File: src/rtl/arm_mc_controller_if.sv
// Control bundle between the multicycle ARM controller and its shared-memory datapath.
// The controller side uses the master modport; the datapath (or a bench) uses slave.
interface arm_mc_controller_if;
    logic [19:0] Instr;
    logic [3:0]  ALUFlags;
    logic        PCWrite;
    logic        AdrSrc;
    logic        MemWrite;
    logic        IRWrite;
    logic [1:0]  ResultSrc;
    logic [2:0]  ALUControl;
    logic        ALUSrcA;
    logic [1:0]  ALUSrcB;
    logic [1:0]  ImmSrc;
    logic [1:0]  RegSrc;
    logic        RegWrite;

    modport master (
        input  Instr, ALUFlags,
        output PCWrite, AdrSrc, MemWrite, IRWrite, ResultSrc, ALUControl,
               ALUSrcA, ALUSrcB, ImmSrc, RegSrc, RegWrite
    );

    modport slave (
        output Instr, ALUFlags,
        input  PCWrite, AdrSrc, MemWrite, IRWrite, ResultSrc, ALUControl,
               ALUSrcA, ALUSrcB, ImmSrc, RegSrc, RegWrite
    );
endinterface

File: src/rtl/arm_mc_controller.sv
// Multicycle ARM control unit: one FSM, condition flags and condition-gated writes.
// Optional performance counters are enabled with `define ARM_MC_PERF_EN.
//
// state  | meaning
// FETCH  | read instruction at PC, PC <= PC+4
// DECODE | read registers, route on op
// EXECR  | ALU op with register operand
// EXECI  | ALU op with immediate operand
// ALUWB  | write ALU result to Rd
// MEMADR | compute load/store address
// MEMRD  | read data memory
// MEMWB  | write loaded data to Rd
// MEMWR  | write data memory
// BRANCH | PC <= branch target
module arm_mc_controller #(
    parameter int STATE_W = 4
) (
    input  logic                 clk,
    input  logic                 reset,
    arm_mc_controller_if.master  bus
`ifdef ARM_MC_PERF_EN
    ,
    output logic [31:0]          CycleCount,
    output logic [31:0]          InstrCount
`endif
);

    typedef enum logic [STATE_W-1:0] {
        FETCH, DECODE, EXECR, EXECI, ALUWB, MEMADR, MEMRD, MEMWB, MEMWR, BRANCH
    } state_t;

    state_t      state_q, state_d;
    logic [3:0]  flags_q;
    logic        cond_ex, cond_ex_q;
    logic [2:0]  alu_dec;
    logic        no_write;
    logic [1:0]  flag_w;

    logic [3:0]  cond;
    logic [1:0]  op;
    logic [3:0]  cmd;
    logic        s_bit, funct5;
    logic        n_f, z_f, c_f, v_f;
    logic        in_exec;
    logic        unused_instr;

    assign cond   = bus.Instr[19:16];
    assign op     = bus.Instr[15:14];
    assign funct5 = bus.Instr[13];
    assign cmd    = bus.Instr[12:9];
    assign s_bit  = bus.Instr[8];
    assign {n_f, z_f, c_f, v_f} = flags_q;
    assign in_exec = (state_q == EXECR) || (state_q == EXECI);
    assign unused_instr = ^bus.Instr[7:0];

    always_comb begin
        alu_dec  = 3'b000;
        no_write = 1'b1;
        flag_w   = 2'b00;
        case (cmd)
            4'b0100: begin alu_dec = 3'b000; no_write = 1'b0; flag_w = {s_bit, s_bit}; end
            4'b0010: begin alu_dec = 3'b001; no_write = 1'b0; flag_w = {s_bit, s_bit}; end
            4'b0000: begin alu_dec = 3'b010; no_write = 1'b0; flag_w = {s_bit, 1'b0}; end
            4'b1100: begin alu_dec = 3'b011; no_write = 1'b0; flag_w = {s_bit, 1'b0}; end
            4'b1010: begin alu_dec = 3'b001; no_write = 1'b1; flag_w = 2'b11; end
            default: begin alu_dec = 3'b000; no_write = 1'b1; flag_w = 2'b00; end
        endcase
    end

    always_comb begin
        cond_ex = 1'b0;
        case (cond)
            4'b0000: cond_ex = z_f;
            4'b0001: cond_ex = ~z_f;
            4'b0010: cond_ex = c_f;
            4'b0011: cond_ex = ~c_f;
            4'b0100: cond_ex = n_f;
            4'b0101: cond_ex = ~n_f;
            4'b0110: cond_ex = v_f;
            4'b0111: cond_ex = ~v_f;
            4'b1000: cond_ex = c_f & ~z_f;
            4'b1001: cond_ex = ~c_f | z_f;
            4'b1010: cond_ex = (n_f == v_f);
            4'b1011: cond_ex = (n_f != v_f);
            4'b1100: cond_ex = ~z_f & (n_f == v_f);
            4'b1101: cond_ex = z_f | (n_f != v_f);
            4'b1110: cond_ex = 1'b1;
            default: cond_ex = 1'b0;
        endcase
    end

    // cond_ex_q freezes the EXEC-time verdict so ALUWB is not affected by flags the
    // same instruction just wrote.
    always_ff @(posedge clk) begin
        if (reset) begin
            flags_q   <= 4'b0000;
            cond_ex_q <= 1'b0;
        end else if (in_exec) begin
            cond_ex_q <= cond_ex;
            if (cond_ex && flag_w[1]) flags_q[3:2] <= bus.ALUFlags[3:2];
            if (cond_ex && flag_w[0]) flags_q[1:0] <= bus.ALUFlags[1:0];
        end
    end

    always_ff @(posedge clk) begin
        if (reset) state_q <= FETCH;
        else       state_q <= state_d;
    end

    logic       pc_write, adr_src, mem_write, ir_write, alu_src_a, reg_write;
    logic [1:0] result_src, alu_src_b;
    logic [2:0] alu_control;

    always_comb begin
        state_d     = state_q;
        pc_write    = 1'b0;
        adr_src     = 1'b0;
        mem_write   = 1'b0;
        ir_write    = 1'b0;
        result_src  = 2'b00;
        alu_control = 3'b000;
        alu_src_a   = 1'b0;
        alu_src_b   = 2'b00;
        reg_write   = 1'b0;
        case (state_q)
            FETCH: begin
                ir_write   = 1'b1;
                alu_src_a  = 1'b1;
                alu_src_b  = 2'b10;
                result_src = 2'b10;
                pc_write   = 1'b1;
                state_d    = DECODE;
            end
            DECODE: begin
                alu_src_a  = 1'b1;
                alu_src_b  = 2'b10;
                result_src = 2'b10;
                case (op)
                    2'b00:   state_d = funct5 ? EXECI : EXECR;
                    2'b01:   state_d = MEMADR;
                    2'b10:   state_d = BRANCH;
                    default: state_d = FETCH;
                endcase
            end
            EXECR: begin
                alu_control = alu_dec;
                state_d     = ALUWB;
            end
            EXECI: begin
                alu_src_b   = 2'b01;
                alu_control = alu_dec;
                state_d     = ALUWB;
            end
            ALUWB: begin
                reg_write = cond_ex_q & ~no_write;
                state_d   = FETCH;
            end
            MEMADR: begin
                alu_src_b = 2'b01;
                state_d   = s_bit ? MEMRD : MEMWR;
            end
            MEMRD: begin
                adr_src = 1'b1;
                state_d = MEMWB;
            end
            MEMWB: begin
                result_src = 2'b01;
                reg_write  = cond_ex;
                state_d    = FETCH;
            end
            MEMWR: begin
                adr_src   = 1'b1;
                mem_write = cond_ex;
                state_d   = FETCH;
            end
            BRANCH: begin
                alu_src_b  = 2'b01;
                result_src = 2'b10;
                pc_write   = cond_ex;
                state_d    = FETCH;
            end
            default: state_d = FETCH;
        endcase
    end

    assign bus.PCWrite    = pc_write;
    assign bus.AdrSrc     = adr_src;
    assign bus.MemWrite   = mem_write;
    assign bus.IRWrite    = ir_write;
    assign bus.ResultSrc  = result_src;
    assign bus.ALUControl = alu_control;
    assign bus.ALUSrcA    = alu_src_a;
    assign bus.ALUSrcB    = alu_src_b;
    assign bus.ImmSrc     = op;
    assign bus.RegSrc     = {op == 2'b01, op == 2'b10};
    assign bus.RegWrite   = reg_write;

`ifdef ARM_MC_PERF_EN
    logic [31:0] cycle_count, instr_count;
    logic        terminal;

    assign terminal = (state_q == ALUWB) || (state_q == MEMWB) || (state_q == MEMWR) ||
                      (state_q == BRANCH) || ((state_q == DECODE) && (op == 2'b11));

    always_ff @(posedge clk) begin
        if (reset) begin
            cycle_count <= 32'd0;
            instr_count <= 32'd0;
        end else begin
            cycle_count <= cycle_count + 32'd1;
            if (terminal) instr_count <= instr_count + 32'd1;
        end
    end

    assign CycleCount = cycle_count;
    assign InstrCount = instr_count;
`endif

endmodule

File: src/flat_wrapper.sv
// flat-port wrapper written by rule: the top's interface ports become plain ports
module arm_mc_controller_flat 
#(
    parameter int STATE_W = 4
)
  (clk, reset, bus_Instr, bus_ALUFlags, bus_PCWrite, bus_AdrSrc, bus_MemWrite, bus_IRWrite, bus_ResultSrc, bus_ALUControl, bus_ALUSrcA, bus_ALUSrcB, bus_ImmSrc, bus_RegSrc, bus_RegWrite);
  arm_mc_controller_if bus_i ();
  input  logic clk;
  input  logic reset;
  input wire logic [$bits(bus_i.Instr)-1:0] bus_Instr;
  input wire logic [$bits(bus_i.ALUFlags)-1:0] bus_ALUFlags;
  output wire logic [$bits(bus_i.PCWrite)-1:0] bus_PCWrite;
  output wire logic [$bits(bus_i.AdrSrc)-1:0] bus_AdrSrc;
  output wire logic [$bits(bus_i.MemWrite)-1:0] bus_MemWrite;
  output wire logic [$bits(bus_i.IRWrite)-1:0] bus_IRWrite;
  output wire logic [$bits(bus_i.ResultSrc)-1:0] bus_ResultSrc;
  output wire logic [$bits(bus_i.ALUControl)-1:0] bus_ALUControl;
  output wire logic [$bits(bus_i.ALUSrcA)-1:0] bus_ALUSrcA;
  output wire logic [$bits(bus_i.ALUSrcB)-1:0] bus_ALUSrcB;
  output wire logic [$bits(bus_i.ImmSrc)-1:0] bus_ImmSrc;
  output wire logic [$bits(bus_i.RegSrc)-1:0] bus_RegSrc;
  output wire logic [$bits(bus_i.RegWrite)-1:0] bus_RegWrite;
  assign bus_i.Instr = bus_Instr;
  assign bus_i.ALUFlags = bus_ALUFlags;
  assign bus_PCWrite = bus_i.PCWrite;
  assign bus_AdrSrc = bus_i.AdrSrc;
  assign bus_MemWrite = bus_i.MemWrite;
  assign bus_IRWrite = bus_i.IRWrite;
  assign bus_ResultSrc = bus_i.ResultSrc;
  assign bus_ALUControl = bus_i.ALUControl;
  assign bus_ALUSrcA = bus_i.ALUSrcA;
  assign bus_ALUSrcB = bus_i.ALUSrcB;
  assign bus_ImmSrc = bus_i.ImmSrc;
  assign bus_RegSrc = bus_i.RegSrc;
  assign bus_RegWrite = bus_i.RegWrite;
  arm_mc_controller #(.STATE_W(STATE_W)) u_core (.clk(clk), .reset(reset), .bus(bus_i));
endmodule
File: config.mk
export PLATFORM = sky130hd
export DESIGN_NAME = arm_mc_controller_flat
export DESIGN_NICKNAME = d
export VERILOG_FILES = /design/src/rtl/arm_mc_controller_if.sv /design/src/rtl/arm_mc_controller.sv /design/src/flat_wrapper.sv
export SDC_FILE = /design/constraint.sdc
export NUM_CORES = 1
export LEC_CHECK = 0
export CAP_MARGIN = 0
export CORE_UTILIZATION = 43
export DETAILED_ROUTE_END_ITERATION = 16
export GPL_TIMING_DRIVEN = 1
export PLACE_DENSITY = 0.84
export SLEW_MARGIN = 20
export SYNTH_ARGS = -nofsm -noshare
export SYNTH_HDL_FRONTEND = slang
export SYNTH_SLANG_ARGS = --single-unit
File: constraint.sdc
create_clock -name clk -period 3.1 [get_ports clk]
set_input_delay 0.62 -clock clk [delete_from_list [all_inputs] [get_ports clk]]
set_output_delay 0.62 -clock clk [all_outputs]
set_load 0.005 [all_outputs]
; ---- Yosys cells after proc, flatten, opt, wreduce, memory -nomap -nowiden
; Cells that the tools add are included.
[op_classes]
n_eq_ne = 31
muxes = 16
n_bitwise = 9
n_reduce_logical = 18
[ops]
columns = cell, n
row1 = 4-bit equality test (second input constant), 11
row2 = 4-bit by 3-bit equality test with 1-bit output (second input constant), 9
row3 = 4-bit by 2-bit equality test with 1-bit output (second input constant), 5
row4 = 4-bit case mux with 5 select lines, 1
row5 = 1-bit case mux with 15 select lines, 1
row6 = 4-bit zero test, 3
row7 = 2-bit case mux with 3 select lines, 2
row8 = 4-bit case mux with 3 select lines, 1
row9 = 2-bit OR reduction, 6
row10 = 4-bit by 1-bit equality test with 1-bit output (second input constant), 2
row11 = 2-bit case mux with 2 select lines, 2
row12 = 3-bit OR reduction, 2
row13 = 1-bit two-way mux, 5
row14 = 4-bit two-way mux, 1
row15 = 1-bit inverter, 4
row16 = 1-bit case mux with 2 select lines, 2
row17 = 2-bit AND reduction, 2
row18 = 4-bit OR reduction, 1
row19 = 1-bit AND, 3
row20 = 2-bit by 1-bit equality test with 1-bit output (second input constant), 1
row21 = 2-bit equality test (second input constant), 1
row22 = 1-bit logical AND, 2
row23 = 2-bit zero test, 1
row24 = 2-bit two-way mux, 1
row25 = 4 further kinds, 5
[word_totals]
regBits = 9
input_bits = 26
out_inout_bits = 17
word_cells = 78

; ---- Longest topological paths before layout
[depth]
word_depth = 5
mapped_depth = 7
ltp_nobuf = 6

; ---- Worst setup path after synthesis
; Ideal clock, no wire load.
[synth_timing]
kind = input to output
from = in bus_Instr[19]
to = out bus_MemWrite
t_arrival_ns = 1.958
slack_ns = 0.522
stages = 6
path_buffers = 1
path_cell_list = buf_2 -> nand2_1 -> nor2_1 -> mux2_2 -> a211oi_4 -> and4bb_2
[synth_via]
elab_chain_len = 3
[synth_lines]
columns = item, line_no
row1 = "start, declared", flat_wrapper.sv:10  ; input wire logic [$bits(bus_i.Instr)-1:0] bus_Instr;
row2 = "4-bit equality test, or another cell as far along", arm_mc_controller.sv:72  ; case (cond)
row3 = 1-bit case mux with 15 select lines *, arm_mc_controller.sv:72
row4 = 1-bit two-way mux *, arm_mc_controller.sv:125  ; case (state_q)
row5 = "end, declared", flat_wrapper.sv:14  ; output wire logic [$bits(bus_i.MemWrite)-1:0] bus_MemWrite;
; Mark *: on every way between the ends. The rest lies on a longest branch, timed or not.

; ---- Worst setup path after layout
[layout_timing]
from = in bus_Instr[18]
to = out bus_MemWrite
; The elaborated chain is that of the path after synthesis.

==> flow_summary.toml <==
[global_routing]
grt.busiest_layer = "met2"
antenna_found_initial = 0
gr-total-overflow = 0
grt_max_degree = 18
met1_usage_pct = 21.4
grt_pass1_vias = 980
grt_pass1_wl_mm = 4.04
grt_usage_pct = 20.3
use_met3_pct = 8.33
use_met2_pct = 36.2

[timing]
finalCritPeriodShare_pct = 97.0
max_freq_mhz = 332
period_needed_ps = 3010
rsz0062_at_grt = "false"
clock_skew_ps = 6.89
final_max_slew_viol_count = 0
setup_viol_count_final = 0
fin_ws_ps = 92.0
finalHoldViolCount = 0
slew_headroom_pct = 62.0
tightest_slew_ps = 569

[logic_synthesis]
syn-num-nets = 170
ys_seq_area_share_pct = 17.4
syn_inst = 137
synthFlopType = "dfxtp_1"
syn_area_per_cell_um2 = 7.55
yosys.area.top_type = "dfxtp_1"
yosysWarnings = 0
ys_seq_elements = 9
netlist_area_mm2 = 0.00103
ys_top_cells_by_area = "dfxtp_1, ha_1, nand2b_1"
synth_edf_count = 0
synth_top_area_share_pct = 17.4
synth_cell_types = 44
ys_async_sr_fraction_pct = 0

[layout]
final_layout_size_suffix_gt1_share_pct = 11.3
final_common_cell = "clkdlybuf4s50_1"
final_core_util_pct = 62.8
areaGrowthSynthToFinish_pct = 35.6
fin_nets = 202
antennaDiodeCount = 0
final_cell_mix = "clkdlybuf4s50_1, nor2_1, a21oi_1, nand2b_1, dfxtp_1"

[floorplan]
dieArea_mm2 = 0.00261
dieWidth_um = 51.1
ios = 43
die_y_um = 51.1
core-area_mm2 = 0.00223
initial_core_util_pct = 46.3
rows = 17

[place]
place.gp.congestion = 0.808
dp_slack_ps = -427
io_buffers = 33
dp_hpwl_mm = 1.94

[critical_path]
worstSetupStartpointType = "input port"
crit_type = "input port to primary output"
crit_arrival_ps = 2390
reg2reg_slack_ps = 1000
end_kind = "primary output"
cp_max_fo = 8
cp_data_required_time_ps = 2480

[detailed_routing]
viasPerCell = 5.45
drtIter0Drc = 20
vias = 1069
drt-total-wl_mm = 2.60
drt_pass1_iterations = 4
drc = 0
ant_nets = 0
wl_per_cell_um = 13.3

[status]
status = "finished clean"

[power_and_ir_drop]
ir_worst_vdd_mv = 0.245
powerDensity_mw_per_mm2 = 261
total_power_mw = 0.365
p_leak_nw = 0.581

[clocking]
h-tree-depth = 1
clock_latency_ps = 270
clk_pin_slew_worst_paths_ps = 70
clockBufferDepth = 2
cts_buffers = 3
cts_tree = "built"
cts_root_buf = "clkbuf_4"
hold_buffers = 0
cts.sinks = 9

[flow_run]
maxCapViolCount = 0

[hold_path]
holdCritPathClass = "flip-flop to flip-flop"
## critical path, cell delays in order
cell             delay, ps
clkdlybuf4s15_1        320
nand2_1                110
nor2_1                 130
mux2_2                 370
a211oi_4               300
and4bb_2               280
dlygate4sd2_1          260
## synth_stat cells, types with 2 or more instances
master / count
clkbuf_1: 7
or3_1: 2
a21o_1: 2
mux2i_1: 6
nand2b_1: 10
ha_1: 7
nor3_1: 6
nand3_1: 5
a21oi_1: 10
nor4_1: 3
nand3b_1: 3
o21ai_0: 2
inv_1: 8
nand2_1: 8
nor4bb_1: 2
xor2_1: 3
dfxtp_1: 9
buf_4: 4
o22ai_1: 2
nor2_1: 14
## path summary, 6_finish.rpt
| check | from | endpoint | cells after the start |
|---|---|---|---|
| max | bus_Instr[18] | bus_MemWrite | 7 |
| max reg2reg | u_core.flags_q[3]$_SDFFE_PP0P_ | u_core.flags_q[1]$_SDFFE_PP0P_ | 8 |
| min | u_core.cond_ex_q$_SDFFE_PP0P_ | u_core.cond_ex_q$_SDFFE_PP0P_ | 2 |
| min reg2reg | u_core.cond_ex_q$_SDFFE_PP0P_ | u_core.cond_ex_q$_SDFFE_PP0P_ | 2 |
## cell families (layout without fill, tap and decap cells)
group / Yosys count / count (layout) / synth area share, %
simple gates: 61 / 61 / 34.8
flops: 9 / 9 / 17.4
compound gates: 27 / 27 / 18.7
buf+inv: 21 / 52 / 9.92
mux: 7 / 7 / 6.89
fa+ha+maj: 7 / 7 / 8.46
other cells: 1 / 1 / 0.362
xor+xnor: 4 / 4 / 3.39
## state kept, by name, summed over array words and instances, names as in the netlist
name              count
u_core.cond_ex_q      1
u_core.flags_q        4
u_core.state_q        4
## area by class of cell
type | count | area, um2
flip-flops and latches | 9 | 180
fillers | 213 | 831
inverters | 8 | 30.0
well taps | 28 | 35.0
multi-input cells | 107 | 752
clock buffers | 4 | 26.3
repair buffers | 40 | 379
## layer usage
| metal | share of wire (%) | up-vias | routed length [um] |
|---|---|---|---|
| met2 | 50 | 32 | 1300 |
| met5 | 0 | - | 0 |
| met4 | 0.58 | 0 | 15 |
| met3 | 6.6 | 3 | 172 |
| met1 | 43 | 493 | 1110 |
| li1 | - | 541 | - |
## stage by stage
| step | area, um2 | hold WS [ps] | instances | TNS, ps |
|---|---|---|---|---|
| 2_1_floorplan | 1030 | 460 | 137 | 0 |
| 3_3_place_gp | 1370 | 505 | 191 | -1060 |
| 3_5_place_dp | 1370 | 525 | 191 | -1160 |
| 4_1_cts | 1400 | 531 | 196 | 0 |
| 5_1_grt | 1400 | 566 | 196 | 0 |
| 6_report | 1400 | 526 | 196 | 0 |
## where the power goes
group / leakage [nW] / total [mW] / internal, mW / switching (mW)
Clock: 0.0150 / 0.0968 / 0.0499 / 0.0469
Combinational: 0.493 / 0.136 / 0.0773 / 0.0590
Sequential: 0.0731 / 0.132 / 0.120 / 0.0126
Total: 0.581 / 0.365 / 0.247 / 0.119
## repair_timing
action / CTS / global route
buffers inserted: 1 / 0
gates resized for setup: 7 / 4
setup endpoints to repair: 3 / 2
pin swaps: 3 / 0
Note: power is estimated with default switching activity, not from simulation.
